==> src/rtl/lc3_fetch_ctrl.sv <==
// rtl/lc3_fetch_ctrl.sv - LC3 fetch sequencer: PC, imem handshake, one-entry IR buffer (optional LC3_FETCH_CTRL_PERF_EN counters)
module lc3_fetch_ctrl #(
  parameter logic [15:0] RESET_PC = 16'h3000
) (
  input  logic        clock,
  input  logic        reset,
  input  logic        br_taken,
  input  logic [15:0] taddr,
  input  logic        imem_ack,
  input  logic [15:0] imem_dout,
  input  logic        ir_ready,
  output logic [15:0] pc,
  output logic [15:0] npc,
  output logic        instrmem_rd,
  output logic [15:0] ir,
  output logic [15:0] ir_pc,
  output logic        ir_valid,
  output logic [15:0] fetch_cnt,
  output logic [15:0] squash_cnt
);

  typedef enum logic [1:0] {
    FETCH = 2'd0,
    DRAIN = 2'd1,
    HOLD  = 2'd2
  } state_t;

  state_t      state_q, state_d;
  logic [15:0] pc_q, pc_d;
  logic [15:0] ir_q, ir_d;
  logic [15:0] ir_pc_q, ir_pc_d;
  logic        rd_req;
  logic        capture;
  logic        squash;

  // State, PC and instruction buffer registers
  always_ff @(posedge clock) begin
    if (reset) begin
      state_q <= FETCH;
      pc_q    <= RESET_PC;
      ir_q    <= 16'h0000;
      ir_pc_q <= 16'h0000;
    end else begin
      state_q <= state_d;
      pc_q    <= pc_d;
      ir_q    <= ir_d;
      ir_pc_q <= ir_pc_d;
    end
  end

  // Next-state logic: capture, redirect and drain of the abandoned transfer
  always_comb begin
    state_d = state_q;
    pc_d    = pc_q;
    ir_d    = ir_q;
    ir_pc_d = ir_pc_q;
    rd_req  = 1'b0;
    capture = 1'b0;
    squash  = 1'b0;
    case (state_q)
      FETCH: begin
        rd_req = 1'b1;
        if (imem_ack && !br_taken) begin
          capture = 1'b1;
          ir_d    = imem_dout;
          ir_pc_d = pc_q;
          pc_d    = npc;
          state_d = HOLD;
        end else if (imem_ack && br_taken) begin
          squash = 1'b1;
          pc_d   = taddr;
        end else if (br_taken) begin
          // The read already issued for the old pc must still complete.
          pc_d    = taddr;
          state_d = DRAIN;
        end
      end
      DRAIN: begin
        rd_req = 1'b1;
        if (br_taken) begin
          pc_d = taddr;
        end
        if (imem_ack) begin
          squash  = 1'b1;
          state_d = FETCH;
        end
      end
      HOLD: begin
        if (br_taken) begin
          squash  = 1'b1;
          pc_d    = taddr;
          state_d = FETCH;
        end else if (ir_ready) begin
          state_d = FETCH;
        end
      end
      default: begin
        state_d = FETCH;
      end
    endcase
  end

  assign npc         = pc_q + 16'd1;
  assign pc          = pc_q;
  assign instrmem_rd = rd_req & ~reset;
  assign ir          = ir_q;
  assign ir_pc       = ir_pc_q;
  assign ir_valid    = (state_q == HOLD);

`ifdef LC3_FETCH_CTRL_PERF_EN
  logic [15:0] fetch_cnt_q;
  logic [15:0] squash_cnt_q;

  // Saturating performance counters
  always_ff @(posedge clock) begin
    if (reset) begin
      fetch_cnt_q  <= 16'h0000;
      squash_cnt_q <= 16'h0000;
    end else begin
      if (capture && (fetch_cnt_q != 16'hFFFF)) begin
        fetch_cnt_q <= fetch_cnt_q + 16'd1;
      end
      if (squash && (squash_cnt_q != 16'hFFFF)) begin
        squash_cnt_q <= squash_cnt_q + 16'd1;
      end
    end
  end

  assign fetch_cnt  = fetch_cnt_q;
  assign squash_cnt = squash_cnt_q;
`else
  logic unused_perf;
  assign unused_perf = capture | squash;
  assign fetch_cnt   = 16'h0000;
  assign squash_cnt  = 16'h0000;
`endif

endmodule
==> config.mk <==
export PLATFORM = sky130hd
export DESIGN_NAME = lc3_fetch_ctrl
export DESIGN_NICKNAME = d
export VERILOG_FILES = /design/src/rtl/lc3_fetch_ctrl.sv
export SDC_FILE = /design/constraint.sdc
export NUM_CORES = 1
export LEC_CHECK = 0
export ABC_AREA = 1
export CORE_MARGIN = 2
export CORE_UTILIZATION = 37
export DETAILED_ROUTE_END_ITERATION = 10
export PLACE_DENSITY = 0.84
export SLEW_MARGIN = 10
export SYNTH_ARGS = -nofsm -noshare
export SYNTH_HDL_FRONTEND = slang
export SYNTH_SLANG_ARGS = --single-unit
export TNS_END_PERCENT = 30
==> constraint.sdc <==
create_clock -name clock -period 1.6 [get_ports clock]
set_clock_uncertainty 0.2 [all_clocks]
set_input_delay 0.32 -clock clock [delete_from_list [all_inputs] [get_ports clock]]
set_output_delay 0.32 -clock clock [all_outputs]
set_load 0.05 [all_outputs]
### Yosys cells after proc, flatten, opt, wreduce, memory -nomap -nowiden

Cells that the tools add are included.

| word-level totals | value |
|---|---|
| bits in registers | 50 |
| input bits | 37 |
| output and inout port bits | 98 |
| logic and storage cells | 34 |

| operators by class | value |
|---|---|
| bitwise operators | 2 |
| multiplexer cells | 12 |
| equal/unequal tests | 6 |
| reduce and logical (&&, ||, !) cells | 9 |
| add/sub/neg operators | 1 |

Operators by type and width:

| operator | count |
|---|---|
| 2-to-1 mux 16 bit | 3 |
| case mux 16 bit (2 select lines) | 1 |
| adder 16 x 1 -> 16 bit, second input constant | 1 |
| 2-to-1 mux 2 bit | 6 |
| inequality test 3 bit, second input constant | 3 |
| case mux 2 bit (3 select lines) | 1 |
| AND reduction 4 bit | 1 |
| OR reduction 2 bit | 2 |
| equality test 2 x 1 -> 1 bit, second input constant | 1 |
| equality test 2 bit, second input constant | 1 |
| logical AND 1 bit | 2 |
| logical NOT 2 bit | 1 |
| inequality test 2 bit, second input constant | 1 |
| AND reduction 2 bit | 1 |
| nonzero test 2 bit | 1 |
| AND 1 bit | 1 |
| logical NOT 1 bit | 1 |
| 2-to-1 mux 1 bit | 1 |
| NOT 1 bit | 1 |

### Logic depth before layout (Yosys ltp)

| logic depth | value |
|---|---|
| word-level depth | 4 |
| depth in mapped cells | 9 |
| mapped depth without buffers | 9 |

### Worst setup path before layout

OpenSTA, ideal clock, no wires.

| timing path | value |
|---|---|
| kind | reg2reg |
| start point | reg pc_q[1] (netlist: pc[1]) |
| end point | reg pc_q[2] (netlist: pc[2]) |
| setup time | 0.060 ns |
| data required time | 1.340 ns |
| stages on the path, launching flop included | 6 |
| setup slack | -0.886 ns |
| path buffers | 0 |
| arrival time | 2.227 ns |
| path through | dfxtp_1 -> ha_1 -> xor2_1 -> nand2_1 -> a31oi_1 -> o21a_1 |

| between the ends | value |
|---|---|
| cells in the longest elaborated chain, start to end | 3 |

Ends and longest elaborated chain:

| element | RTL line | text |
|---|---|---|
| start: declaration | 29 | `logic [15:0] pc_q, pc_d;` |
| start signal: assignment | 45 | `pc_q <= pc_d;` |
| adder 16 x 1 -> 16 bit | 103 | `assign npc = pc_q + 16'd1;` |
| via npc[2] | 13 | `output logic [15:0] npc,` |
| 2-to-1 mux 16 bit | 63 | `if (imem_ack && !br_taken) begin` |
| case mux 16 bit (2 select lines) | 60 | `case (state_q)` |

The timed path passes the listed nets, and every way through them passes these cells.
A chain may end at the register's enable or synchronous reset.

### Worst setup path after layout

| timing path | value |
|---|---|
| start point | reg pc_q[0] (netlist: pc[0]) |
| end point | out npc[14] |

| between the ends | value |
|---|---|
| cells in the longest elaborated chain, start to end | 1 |

Ends and longest elaborated chain:

| element | RTL line |
|---|---|
| adder 16 x 1 -> 16 bit | 103 |
| end: declaration | 13 |

Every way passes these cells.

==> results.py <==
metrics = {
    "clocking": {
        "cts_hold_buffers": 0,
        "cts_max_level": 2,
        "cts_sinks": 50,
        "root_buffer": "clkbuf_8",
        "max-clock-path-buffers": 2,
        "clk_latency_ns": 0.32,
        "clk_pin_slew_ns": 0.10,
        "cts_tree": "built",
        "cts_made_buffers": 5,
    },
    "placed_design": {
        "hpwl_mm": 7.05,
        "dp_slack_ns": -0.433,
        "port_buffers": 102,
        "place.gp.congestion": 0.880,
    },
    "floorplan": {
        "die_area_um2": 8160,
        "num_rows": 31,
        "ioPinCount": 135,
        "die_h_um": 90.3,
        "core_area_um2": 7250,
        "start_util_pct": 38.0,
        "die_w_um": 90.3,
    },
    "routing": {
        "avgRoutedWirePerCell_um": 17.7,
        "dr.pass1.iters": 6,
        "vias": 3370,
        "drt-initial-drc-count": 256,
        "avgViaCountPerCell": 5.15,
        "drc": 0,
        "drt-total-wl_mm": 11.6,
        "drtAntennaViolNets": 0,
    },
    "global_route": {
        "antenna_found_initial": 0,
        "grt_max_degree": 40,
        "first_global_vias": 3403,
        "grtUsageTotal_pct": 25.8,
        "grt_pass1_wl_mm": 17.2,
        "gr-total-overflow": 0,
    },
    "yosys": {
        "async_reset_ff_share_pct": 0,
        "syn_area_um2": 2760,
        "avgSynthCellArea_um2": 7.16,
        "synthTopCellsByArea": "dfxtp_1 (36%), buf_4 (9.3%), nor2_1 (8.3%), o21ai_0 (7.6%), nand2_1 (7.2%)",
        "yosysMostFrequentCell": "nor2_1",
        "yosysWarnings": 0,
        "synth_area_leader_cell": "dfxtp_1",
        "synthFlopType": "dfxtp_1",
        "yosysSeqAreaShare_pct": 36.3,
        "synth_edf_count": 0,
        "ys_types": 33,
        "synth_top_area_share_pct": 36.3,
        "synth_seq_cells": 50,
        "syn_inst": 385,
        "yosys-top-cells-count": "nor2_1 (61), nand2_1 (53), dfxtp_1 (50)",
    },
    "setup_path": {
        "rrSetupSlack_ns": -0.18,
        "cp.required_ns": 1.08,
        "endpoint_kind": "primary output",
        "crit_type": "reg -> out",
        "critPathArrivalTime_ns": 1.67,
        "crit_fanout": 4,
        "cp-start-kind": "flop",
    },
    "timing": {
        "setup-violations-final": 45,
        "fin_crit_ns": 2.19,
        "timing.hold.ws_ns": 0.366,
        "finalCritPeriodShare_pct": 137,
        "rsz0062_at_grt": "true",
        "slew_viol_final": 0,
        "hold_viol": 0,
        "fin_ws_ns": -0.590,
        "fmax_mhz": 457,
    },
    "finish": {
        "drive_gt1_share_pct": 47.1,
        "nNetsFinal": 597,
        "fillers": 428,
        "multiInputGateArea_um2": 1840,
        "diodes": 0,
        "area_delta_synth_final_pct": 103,
        "regArea_um2": 1040,
    },
    "job": {
        "cap_violations": 0,
    },
    "run_status": {
        "violations": "negative setup slack",
        "status": "complete, but fails checks",
    },
    "power_and_ir_drop": {
        "ir_drop_uv": 803,
        "power_leakage_nw": 2.47,
        "p_per_area_nw_per_um2": 1420,
    },
    "min_path": {
        "hold_class": "reg -> reg",
    },
}
flip-flops by register name, summed over array words and instances (netlist names):
signal / flops
ir_pc: 16
ir: 16
state_q: 2
pc: 16
final timing paths:
kind	startpoint	to	depth (start not counted)
worst max-delay path	pc[0]	npc[14]	6
worst min-delay path	ir[0]	ir[0]	2
worst max register to register	pc[0]	pc[8]	10
worst min register to register	ir[0]	ir[0]	2
worst max-delay path: stages (launching register included):
cell and delay [ns]:
dfxtp_4 0.40, ha_4 0.15, nand3_4 0.10, nor2_4 0.21, nand4_1 0.20, nand2_2 0.14, buf_12 0.14
area by class of cell:
cell class | count | share of cell area [%]
inverter | 30 | 2.26
sequential | 50 | 18.5
clock buffer | 7 | 1.92
timing repair buffer | 180 | 42.1
tap | 99 | 2.21
clock inverter | 1 | 0.156
multi-input combinational | 288 | 32.8
cells by family after synthesis:
| group | count (synthesis) | share of synthesized area [%] |
|---|---|---|
| AO/OA/AOI/OAI | 94 | 18.5 |
| XOR/XNOR | 8 | 2.81 |
| adder cells (fa/ha/maj) | 5 | 2.27 |
| buffers and inverters | 78 | 16.3 |
| flip-flops | 50 | 36.3 |
| other | 1 | 0.136 |
| AND/OR/NAND/NOR | 149 | 23.7 |
layout by cell type (no fill, tap or decap), types with 2 or more instances in the layout:
cell | Yosys | layout
xor2_2 | 1 | 2
clkdlybuf4s50_1 | 0 | 35
a31oi_1 | 2 | 2
nand3_2 | 2 | 5
nor2_4 | 2 | 12
o21ai_0 | 42 | 39
o21ai_1 | 12 | 10
nand3_1 | 12 | 7
nor2_2 | 7 | 2
or2_0 | 2 | 2
dfxtp_2 | 0 | 8
buf_4 | 34 | 61
xnor2_2 | 0 | 2
a21oi_1 | 28 | 22
buf_12 | 0 | 69
a21oi_2 | 3 | 9
dfxtp_4 | 0 | 7
buf_6 | 3 | 13
nand3_4 | 0 | 2
o21ai_2 | 2 | 3
inv_4 | 0 | 4
clkbuf_8 | 0 | 6
inv_2 | 6 | 11
nor2_1 | 61 | 56
conb_1 | 1 | 32
dfxtp_1 | 50 | 35
nand2_1 | 53 | 34
o22ai_1 | 3 | 2
o21ai_4 | 0 | 4
nand2_4 | 1 | 6
inv_1 | 22 | 12
ha_4 | 0 | 5
clkinv_1 | 2 | 2
xor2_4 | 0 | 3
nand4_1 | 2 | 2
nand2_2 | 6 | 20
through the flow:
stage,power (W),util (%),TNS (ns),cell area [µm²],instances
after floorplan,0.00411,-,-4.60,2990,416
after global placement,0.00622,67.9,-14.70,4920,627
after detailed placement,0.00632,67.9,-19.82,4920,627
after CTS,0.00758,74.1,-6.93,5380,648
after global routing,0.00821,77.2,-11.54,5600,655
final,0.00795,77.2,-8.89,5600,655
repair_timing:
action	4_1_cts	5_1_grt
pin swaps	15	19
gates resized for setup	59	47
cloned	0	0
endpoints found under the setup margin	64	69
buffers inserted	13	10
report_power, final:
group	internal [W]	switching (W)	total, W
combinational	0.00231	0.00289	0.00520
sequential	0.00153	0.000305	0.00183
clock	0.000453	0.000467	0.000920
total	0.00429	0.00366	0.00795
metal layers:
metal | vias to the layer above | track usage (%) | wire length (µm) | share of wire (%)
met5 | - | 0 | 0 | 0
met3 | 46 | 5.68 | 819 | 7.0
li1 | 1511 | - | - | -
met1 | 1610 | 29.3 | 4310 | 37
met2 | 203 | 47.6 | 6030 | 52
met4 | 0 | 8.97 | 461 | 4.0
(Power assumes the default switching activity.)
